File: config.mk
export PLATFORM = sky130hd
export DESIGN_NAME = game_judge_ctrl
export DESIGN_NICKNAME = d
export VERILOG_FILES = /design/src/rtl/game_judge_ctrl.sv
export SDC_FILE = /design/constraint.sdc
export NUM_CORES = 1
export LEC_CHECK = 0
export CAP_MARGIN = 20
export CORE_ASPECT_RATIO = 1.5
export CORE_MARGIN = 2
export CORE_UTILIZATION = 41
export CTS_BUF_LIST = sky130_fd_sc_hd__clkbuf_4
export DETAILED_ROUTE_END_ITERATION = 12
export HOLD_SLACK_MARGIN = 0.12
export PLACE_DENSITY_LB_ADDON = 0.08
export REMOVE_ABC_BUFFERS = 1
export SETUP_SLACK_MARGIN = 0.15
export SYNTH_ARGS = -nofsm -noshare
export SYNTH_HDL_FRONTEND = slang
export SYNTH_SLANG_ARGS = --single-unit
File: constraint.sdc
create_clock -name clk -period 3.1 [get_ports clk]
set_clock_uncertainty 0.15 [all_clocks]
set_input_delay 0.465 -clock clk [delete_from_list [all_inputs] [get_ports clk]]
set_output_delay 0.465 -clock clk [all_outputs]
set_load 0.02 [all_outputs]
File: src/rtl/game_judge_ctrl.sv
// game_judge_ctrl: sequential tic-tac-toe judge. It walks a 9:1 cell mux to
// capture the board, then checks one of the eight lines per cycle. It reports
// the winner, a draw, or an illegal board after a fixed 18-cycle latency.
module game_judge_ctrl #(
  parameter logic [15:0] P1_CODE = 16'd1,
  parameter logic [15:0] P2_CODE = 16'd2
) (
  input  logic        clk,
  input  logic        rst_n,
  input  logic        start,
  input  logic [15:0] cell_data,
  output logic [3:0]  sel,
  output logic        busy,
  output logic        done,
  output logic [1:0]  winner,
  output logic [2:0]  win_line,
  output logic        draw,
  output logic        err
);

  typedef enum logic [1:0] {
    IDLE  = 2'd0,
    SCAN  = 2'd1,
    CHECK = 2'd2,
    DONE  = 2'd3
  } state_t;

  state_t      state_q, state_d;
  logic [3:0]  sel_q, sel_d;
  logic [2:0]  chk_q, chk_d;        // line index under evaluation in CHECK
  logic [8:0]  p1_q, p1_d;          // per-cell occupancy masks
  logic [8:0]  p2_q, p2_d;
  logic [1:0]  winner_q, winner_d;
  logic [2:0]  win_line_q, win_line_d;
  logic        draw_q, draw_d;
  logic        err_q, err_d;

  logic [8:0]  mask;
  logic        p1_win, p2_win;
  logic [1:0]  line_owner;

  // Cell membership of each line, in the fixed evaluation order.
  function automatic logic [8:0] line_mask(input logic [2:0] idx);
    case (idx)
      3'd0:    line_mask = 9'b000_000_111;  // cells 0,1,2
      3'd1:    line_mask = 9'b000_111_000;  // cells 3,4,5
      3'd2:    line_mask = 9'b111_000_000;  // cells 6,7,8
      3'd3:    line_mask = 9'b001_001_001;  // cells 0,3,6
      3'd4:    line_mask = 9'b010_010_010;  // cells 1,4,7
      3'd5:    line_mask = 9'b100_100_100;  // cells 2,5,8
      3'd6:    line_mask = 9'b100_010_001;  // cells 0,4,8
      default: line_mask = 9'b001_010_100;  // cells 2,4,6
    endcase
  endfunction

  assign mask       = line_mask(chk_q);
  assign p1_win     = ((p1_q & mask) == mask);
  assign p2_win     = ((p2_q & mask) == mask);
  assign line_owner = p1_win ? 2'b01 : (p2_win ? 2'b10 : 2'b00);

  // State and datapath registers; reset clears everything including the board.
  always_ff @(posedge clk or negedge rst_n) begin
    if (!rst_n) begin
      state_q    <= IDLE;
      sel_q      <= 4'd0;
      chk_q      <= 3'd0;
      p1_q       <= 9'd0;
      p2_q       <= 9'd0;
      winner_q   <= 2'b00;
      win_line_q <= 3'd0;
      draw_q     <= 1'b0;
      err_q      <= 1'b0;
    end else begin
      state_q    <= state_d;
      sel_q      <= sel_d;
      chk_q      <= chk_d;
      p1_q       <= p1_d;
      p2_q       <= p2_d;
      winner_q   <= winner_d;
      win_line_q <= win_line_d;
      draw_q     <= draw_d;
      err_q      <= err_d;
    end
  end

  // Next-state and result update logic.
  always_comb begin
    state_d    = state_q;
    sel_d      = sel_q;
    chk_d      = chk_q;
    p1_d       = p1_q;
    p2_d       = p2_q;
    winner_d   = winner_q;
    win_line_d = win_line_q;
    draw_d     = draw_q;
    err_d      = err_q;

    case (state_q)
      IDLE: begin
        if (start) begin
          state_d    = SCAN;
          sel_d      = 4'd0;
          chk_d      = 3'd0;
          winner_d   = 2'b00;
          win_line_d = 3'd0;
          draw_d     = 1'b0;
          err_d      = 1'b0;
        end
      end

      SCAN: begin
        // Unknown codes count as empty but flag the board as illegal.
        for (int i = 0; i < 9; i++) begin
          if (sel_q == 4'(i)) begin
            p1_d[i] = (cell_data == P1_CODE);
            p2_d[i] = (cell_data == P2_CODE);
          end
        end
        if ((cell_data != P1_CODE) && (cell_data != P2_CODE) &&
            (cell_data != 16'd0)) begin
          err_d = 1'b1;
        end
        if (sel_q == 4'd8) begin
          state_d = CHECK;
          sel_d   = 4'd0;
          chk_d   = 3'd0;
        end else begin
          sel_d = sel_q + 4'd1;
        end
      end

      CHECK: begin
        // First winning line sticks; a later win by the other player is illegal.
        if (line_owner != 2'b00) begin
          if (winner_q == 2'b00) begin
            winner_d   = line_owner;
            win_line_d = chk_q;
          end else if (winner_q != line_owner) begin
            err_d = 1'b1;
          end
        end
        if (chk_q == 3'd7) begin
          state_d = DONE;
          draw_d  = (winner_d == 2'b00) && ((p1_q | p2_q) == 9'h1FF) && !err_d;
        end else begin
          chk_d = chk_q + 3'd1;
        end
      end

      default: begin
        state_d = IDLE;
      end
    endcase
  end

  assign sel      = sel_q;
  assign busy     = (state_q == SCAN) || (state_q == CHECK);
  assign done     = (state_q == DONE);
  assign winner   = winner_q;
  assign win_line = win_line_q;
  assign draw     = draw_q;
  assign err      = err_q;

endmodule

==> summary.txt, run 1 <==
Status = completed
#FFs+latches synth = 34
CP endpoint kind = flop
Max_cap viols = 0
YS warnings = 0
Synth Flop Type = dfrtp_1
Syn_area_per_cell = 9.74 um2
Crit-path cells = inv_1 > ha_1 > o21bai_1 > o221ai_1 > a221o_1 > or4_4 > or3b_1 > a31oi_1
Core area = 5040 um2
Worst setup margin = 0.307 ns
Slowest CP cell = or4_4
Leak = 1.10 nW
Final Hold Viols = 0
P per Cell Area = 705 nW/um2
Max frequency = 358 MHz
IO Pins = 32
Clock sink count = 34
Yosys top cell area share = 40.2%
Vias in the first global route = 1827
PostCTS Resize Cnt = 0
Worst Path Class, Setup = flop to flop
Int Pwr = 1.11 mW
Delay-heaviest family, CP = compound AO/OA/AOI/OAI gates
Critical path peak fanout = 7
Syn Std Cell Area = 2110 um2
Mux cell area share after synthesis = 10.1%
Ys async rst share = 100%
Cells after Synth = 217
CP max stage delay = 0.47 ns
Multi-input logic area = 1180 um2
RSZ-0062 raised after global routing = yes
Worst EP arrival = 2.92 ns
Fillers = 497
Cell Rows = 32
Hold/Removal Path Class = input port to asynchronous set/reset pin
Cell taking the most area after synthesis = dfrtp_1
Final setup vio count = 0
Ant. Diodes = 0
Clk root buf = clkbuf_4
Setup Fix Bufs, Post-CTS = 0
Total power = 1.86 mW
Largest family of logic cells by synthesized area = simple AND/OR/NAND/NOR gates
DR vias = 1812
Vias per cell = 5.59
HPWL Detailed = 3910 um
Post-Synth XOR/XNOR Area = 0%
Tcrit/Tclk final = 90.1%
Remaining Overflow, GRT = 0
Largest net degree at the start of global routing = 35
Sw Ratio = 40.2%
First-pass GRT wire length = 8600 um
Final Slew Violations = 0
Critical path buffer and inverter count = 1
Setup WS pre-CTS = 0.273 ns
Clock Path Buffers = 2
Worst Hold Margin = 0.355 ns
Register area share after synthesis = 40.2%
Clock latency on the worst-skew pair = 0.35 ns
Total Nets Final = 289
Worst slew margin = 64.3%
Net Switching = 0.747 mW
Min Clock Period, post-route = 2.79 ns
Post-synth EDFFs = 0
Max H-tree Level = 2
Cts hold-fix bufs = 0
Layout Utilization = 52.3%
Register Area = 851 um2
Gpl congestion = 0.816
Inserted Clock Buffers = 5
Post-DRT Antenna Nets = 0
Worst endpoint required time = 3.23 ns
VDD IR max = 315 uV
Setup TNS = 0 ns
Logic pwr share = 48.1%
Drt first-iter violations = 109
Fraction of the mapped netlist area in adder cells = 8.88%
Ranking of synthesized cells by area = dfrtp_1 40%, mux2_2 10%, ha_1 8.9%
Die Span X = 62.6 um
Post-synthesis simple-gate area fraction = 18.9%
Die Ht = 92.0 um
TritonRoute pass-1 iters = 4
CTS tree = done
Complex-gate fraction of the synthesized area = 17.5%
Startpoint Class = flop
Port Buffers = 31
Sequential share of power = 29.6%
Starting Density = 41.9%
Worst-path clk slew = 0.12 ns
Area growth, synth to finish = 24.7%
Area of the die = 5760 um2
Detailed-route wire length = 5140 um
DRC = 0
Drt wl/cell = 15.9 um
GRT Overall Usage = 19.1%
Initial antenna violation count = 0
Unique masters post-synth = 46
Share of cells above drive strength 1 = 15.6%
Clock power frac = 22.3%
Worst-margin pin slew = 0.522 ns
[state kept, by name (all words and copies together), names as in the netlist]
name      flops
chk_q         3
draw          1
p2_q          9
p1_q          9
win_line      3
sel           4
state_q       2
winner        2
err           1
[power by group through the flow]
stage / sequential, mW / combinational [mW] / clock, mW
global placement: 0.558 / 0.878 / 0
finish: 0.550 / 0.895 / 0.415
CTS: 0.550 / 0.882 / 0.426
detailed placement: 0.560 / 0.876 / 0
floorplan: 0.569 / 0.583 / 0
global route: 0.560 / 0.998 / 0.440
[layer usage]
metal,part of all wire (%),wire [um],global-route usage [%],vias up
met5,0,0,0,-
met2,52,2660,34.8,30
li1,-,-,-,880
met3,2.7,137,3.07,11
met1,43,2190,21.8,891
met4,3.0,153,7.96,0
[cells in the final DEF (no fill, tap or decap), drive strengths merged, types with 4 or more instances in the layout]
cell type,instances
nand2,14
nor2,12
buf,6
a211oi,4
a21oi,9
mux2,19
ha,15
clkdlybuf4s50,31
o22ai,9
nor3,5
clkbuf,5
dfrtp,34
nand3,5
nor4,5
nor3b,5
and2,4
inv,16
nand4,7
o21ai,18
[kinds of logic after synthesis]
kind of cell | Yosys count
AOI/OAI and AO/OA | 57
adders and majority gates | 15
and+or+nand+nor | 70
buffers and inverters | 22
muxes | 19
DFF | 34
[cells in the mapped netlist (all sizes together) (2+ instances only)]
master and count:
clkbuf 4, a221oi 2, ha 15, nand4b 3, nor2 12, buf 2
inv 16, o21ai 18, mux2 19, dfrtp 34, a2111oi 2, a21oi 9
nor4 5, nand4 7, nor2b 2, nand2 14, and2 4, nor3 5
or3 2, o22ai 9, nand3 5, o22a 2, a211oi 4, nor3b 5
[through the flow]
step | std cells | cell area, um2
finish | 324 | 2640
global route | 324 | 2640
CTS | 324 | 2620
detailed placement | 316 | 2520
global placement | 316 | 2520
floorplan | 211 | 2080
[worst paths after layout]
| kind | to | cells past startpoint | slack [ns] | startpoint |
|---|---|---|---|---|
| min in group clk | draw | 2 | 0.36 | draw |
| setup reg to reg | err | 8 | 0.31 | chk_q[0] |
| hold / removal | state_q[1] | 2 | 0.36 | rst_n |
| setup / recovery | err | 8 | 0.31 | chk_q[0] |
| hold reg to reg | draw | 2 | 0.36 | draw |
| max in group asynchronous | p2_q[6] | 2 | 2.12 | rst_n |
[cell type report]
type | count | area share [%]
Clock buffer | 5 | 1.42
Clock inverter | 3 | 2.42
Inverter | 16 | 2.28
Multi-Input combinational cell | 161 | 44.9
Sequential cell | 34 | 32.3
Tap cell | 68 | 3.23
Timing Repair Buffer | 37 | 13.5
(Power assumes the default switching activity.)
==> run 2: changes to the inputs <==
--- a/config.mk
+++ b/config.mk
@@ -6,9 +6,8 @@
 export NUM_CORES = 1
 export LEC_CHECK = 0
 export CAP_MARGIN = 20
-export CORE_ASPECT_RATIO = 1.5
 export CORE_MARGIN = 2
-export CORE_UTILIZATION = 41
+export CORE_UTILIZATION = 28
 export CTS_BUF_LIST = sky130_fd_sc_hd__clkbuf_4
 export DETAILED_ROUTE_END_ITERATION = 12
 export HOLD_SLACK_MARGIN = 0.12
==> summary.txt, run 2 (synthesized netlist as in run 1, its figures left out) <==
Status = completed
Initial antenna violation count = 0
Gpl congestion = 0.764
Min Clock Period, post-route = 2.75 ns
Vias in the first global route = 1733
Setup WS pre-CTS = 0.0941 ns
Remaining Overflow, GRT = 0
Worst EP arrival = 2.89 ns
Worst slew margin = 50.4%
Die Ht = 90.9 um
Starting Density = 29.0%
Port Buffers = 31
CP endpoint kind = flop
RSZ-0062 raised after global routing = no
Worst-path clk slew = 0.12 ns
Die Span X = 90.9 um
Max_cap viols = 0
Cell Rows = 31
First-pass GRT wire length = 9100 um
Ant. Diodes = 0
DRC = 0
Layout Utilization = 36.3%
HPWL Detailed = 4250 um
Share of cells above drive strength 1 = 15.3%
DR vias = 1835
Critical path peak fanout = 7
Drt first-iter violations = 78
Clock latency on the worst-skew pair = 0.35 ns
Core area = 7290 um2
Inserted Clock Buffers = 5
Crit-path most repeated cell = ha_1
Largest net degree at the start of global routing = 35
Setup Fix Bufs, Post-CTS = 0
Worst endpoint required time = 3.24 ns
Tcrit/Tclk final = 88.7%
Clock Path Buffers = 2
Fillers = 782
Final Hold Viols = 0
CP max stage delay = 0.60 ns
P per Cell Area = 678 nW/um2
Post-Layout Cell Count = 354
Setup TNS = 0 ns
Commonest non-fill, non-tap cell in the layout = dfrtp_1
Final setup vio count = 0
Worst Path Class, Setup = flop to flop
Worst Reg-to-Reg Cells = 7
Final Slew Violations = 0
Worst-margin pin slew = 0.736 ns
Startpoint Class = flop
CTS tree = done
GRT Overall Usage = 14.0%
Clk root buf = clkbuf_4
Most frequent cells in the layout = 34 x dfrtp_1, 31 x clkdlybuf4s50_1, 19 x mux2_2, 18 x o21ai_0, 16 x inv_1
Slowest CP cell = or4_4
Clock sink count = 34
Detailed-route wire length = 5640 um
Area growth, synth to finish = 25.1%
Hold/Removal Path Class = input port to asynchronous set/reset pin
Drt wl/cell = 15.9 um
TritonRoute pass-1 iters = 4
Register Area = 851 um2
VDD IR max = 239 uV
Placed Cells incl. Taps = 347
IO Pins = 32
Max frequency = 364 MHz
Worst R2R Start = chk_q[0]
Leak = 1.09 nW
Worst setup path start = chk_q[0]
Total Nets Final = 289
Crit-path cells = ha_1 > ha_1 > a211oi_1 > o21ai_0 > or4_4 > or3b_1 > a31oi_1
Vias per cell = 5.18
Worst setup margin = 0.350 ns
Area of the die = 8260 um2
Max H-tree Level = 2
Multi-input logic area = 1180 um2
Post-DRT Antenna Nets = 0
## run 2: layout make-up
| cell class | count | share of cell area (%) |
|---|---|---|
| multi-input cells | 161 | 44.7 |
| flip-flops and latches | 34 | 32.2 |
| repair buffers | 37 | 13.4 |
| well taps | 99 | 4.68 |
| inverters | 16 | 2.27 |
| clock buffers | 5 | 1.42 |
| clock inverters | 2 | 1.28 |
## run 2: path summary, 6_finish.rpt
path                              end  slack [ns]
max reg2reg                       err        0.35
min reg2reg                      draw        0.38
min                        state_q[0]        0.37
min in group clk                 draw        0.38
max in group asynchronous     p1_q[3]        2.08
max                               err        0.35
## run 2: stage by stage
stage	instance area (um2)	total power, mW	hold slack, ns
6_report	2650	1.79	0.370
4_1_cts	2630	1.79	0.386
2_1_floorplan	2080	1.15	0.0194
5_1_grt	2650	1.93	0.422
3_5_place_dp	2560	1.46	0.362
3_3_place_gp	2560	1.47	0.350
## run 2: what timing repair did
item                                    4_1_cts  5_1_grt
hold buffers                                  0        0
resized for setup                             1        3
pin swaps                                     0        0
endpoints found under the setup margin        3        5
## run 2: layer usage
layer / vias to the layer above / global-route usage (%) / routed length (um)
li1: 883 / - / -
met1: 902 / 19.7 / 2720
met2: 42 / 21.4 / 2530
met3: 8 / 3.51 / 318
met4: 0 / 4.17 / 69
met5: - / 0 / 0
## run 2: where the power goes
group	switching, mW	internal (mW)	leakage [nW]
Sequential	0.0636	0.488	0.469
Clock	0.161	0.163	0.0387
Combinational	0.539	0.380	0.579
Total	0.763	1.03	1.09
## run 2: critical path: cells and delay by family, from the launching register on
kind / cells / cell delay (ns)
AO/OA/AOI/OAI: 3 / 0.62
adder cells (fa/ha/maj): 2 / 0.53
AND/OR/NAND/NOR: 2 / 0.96
flip-flops: 1 / 0.44
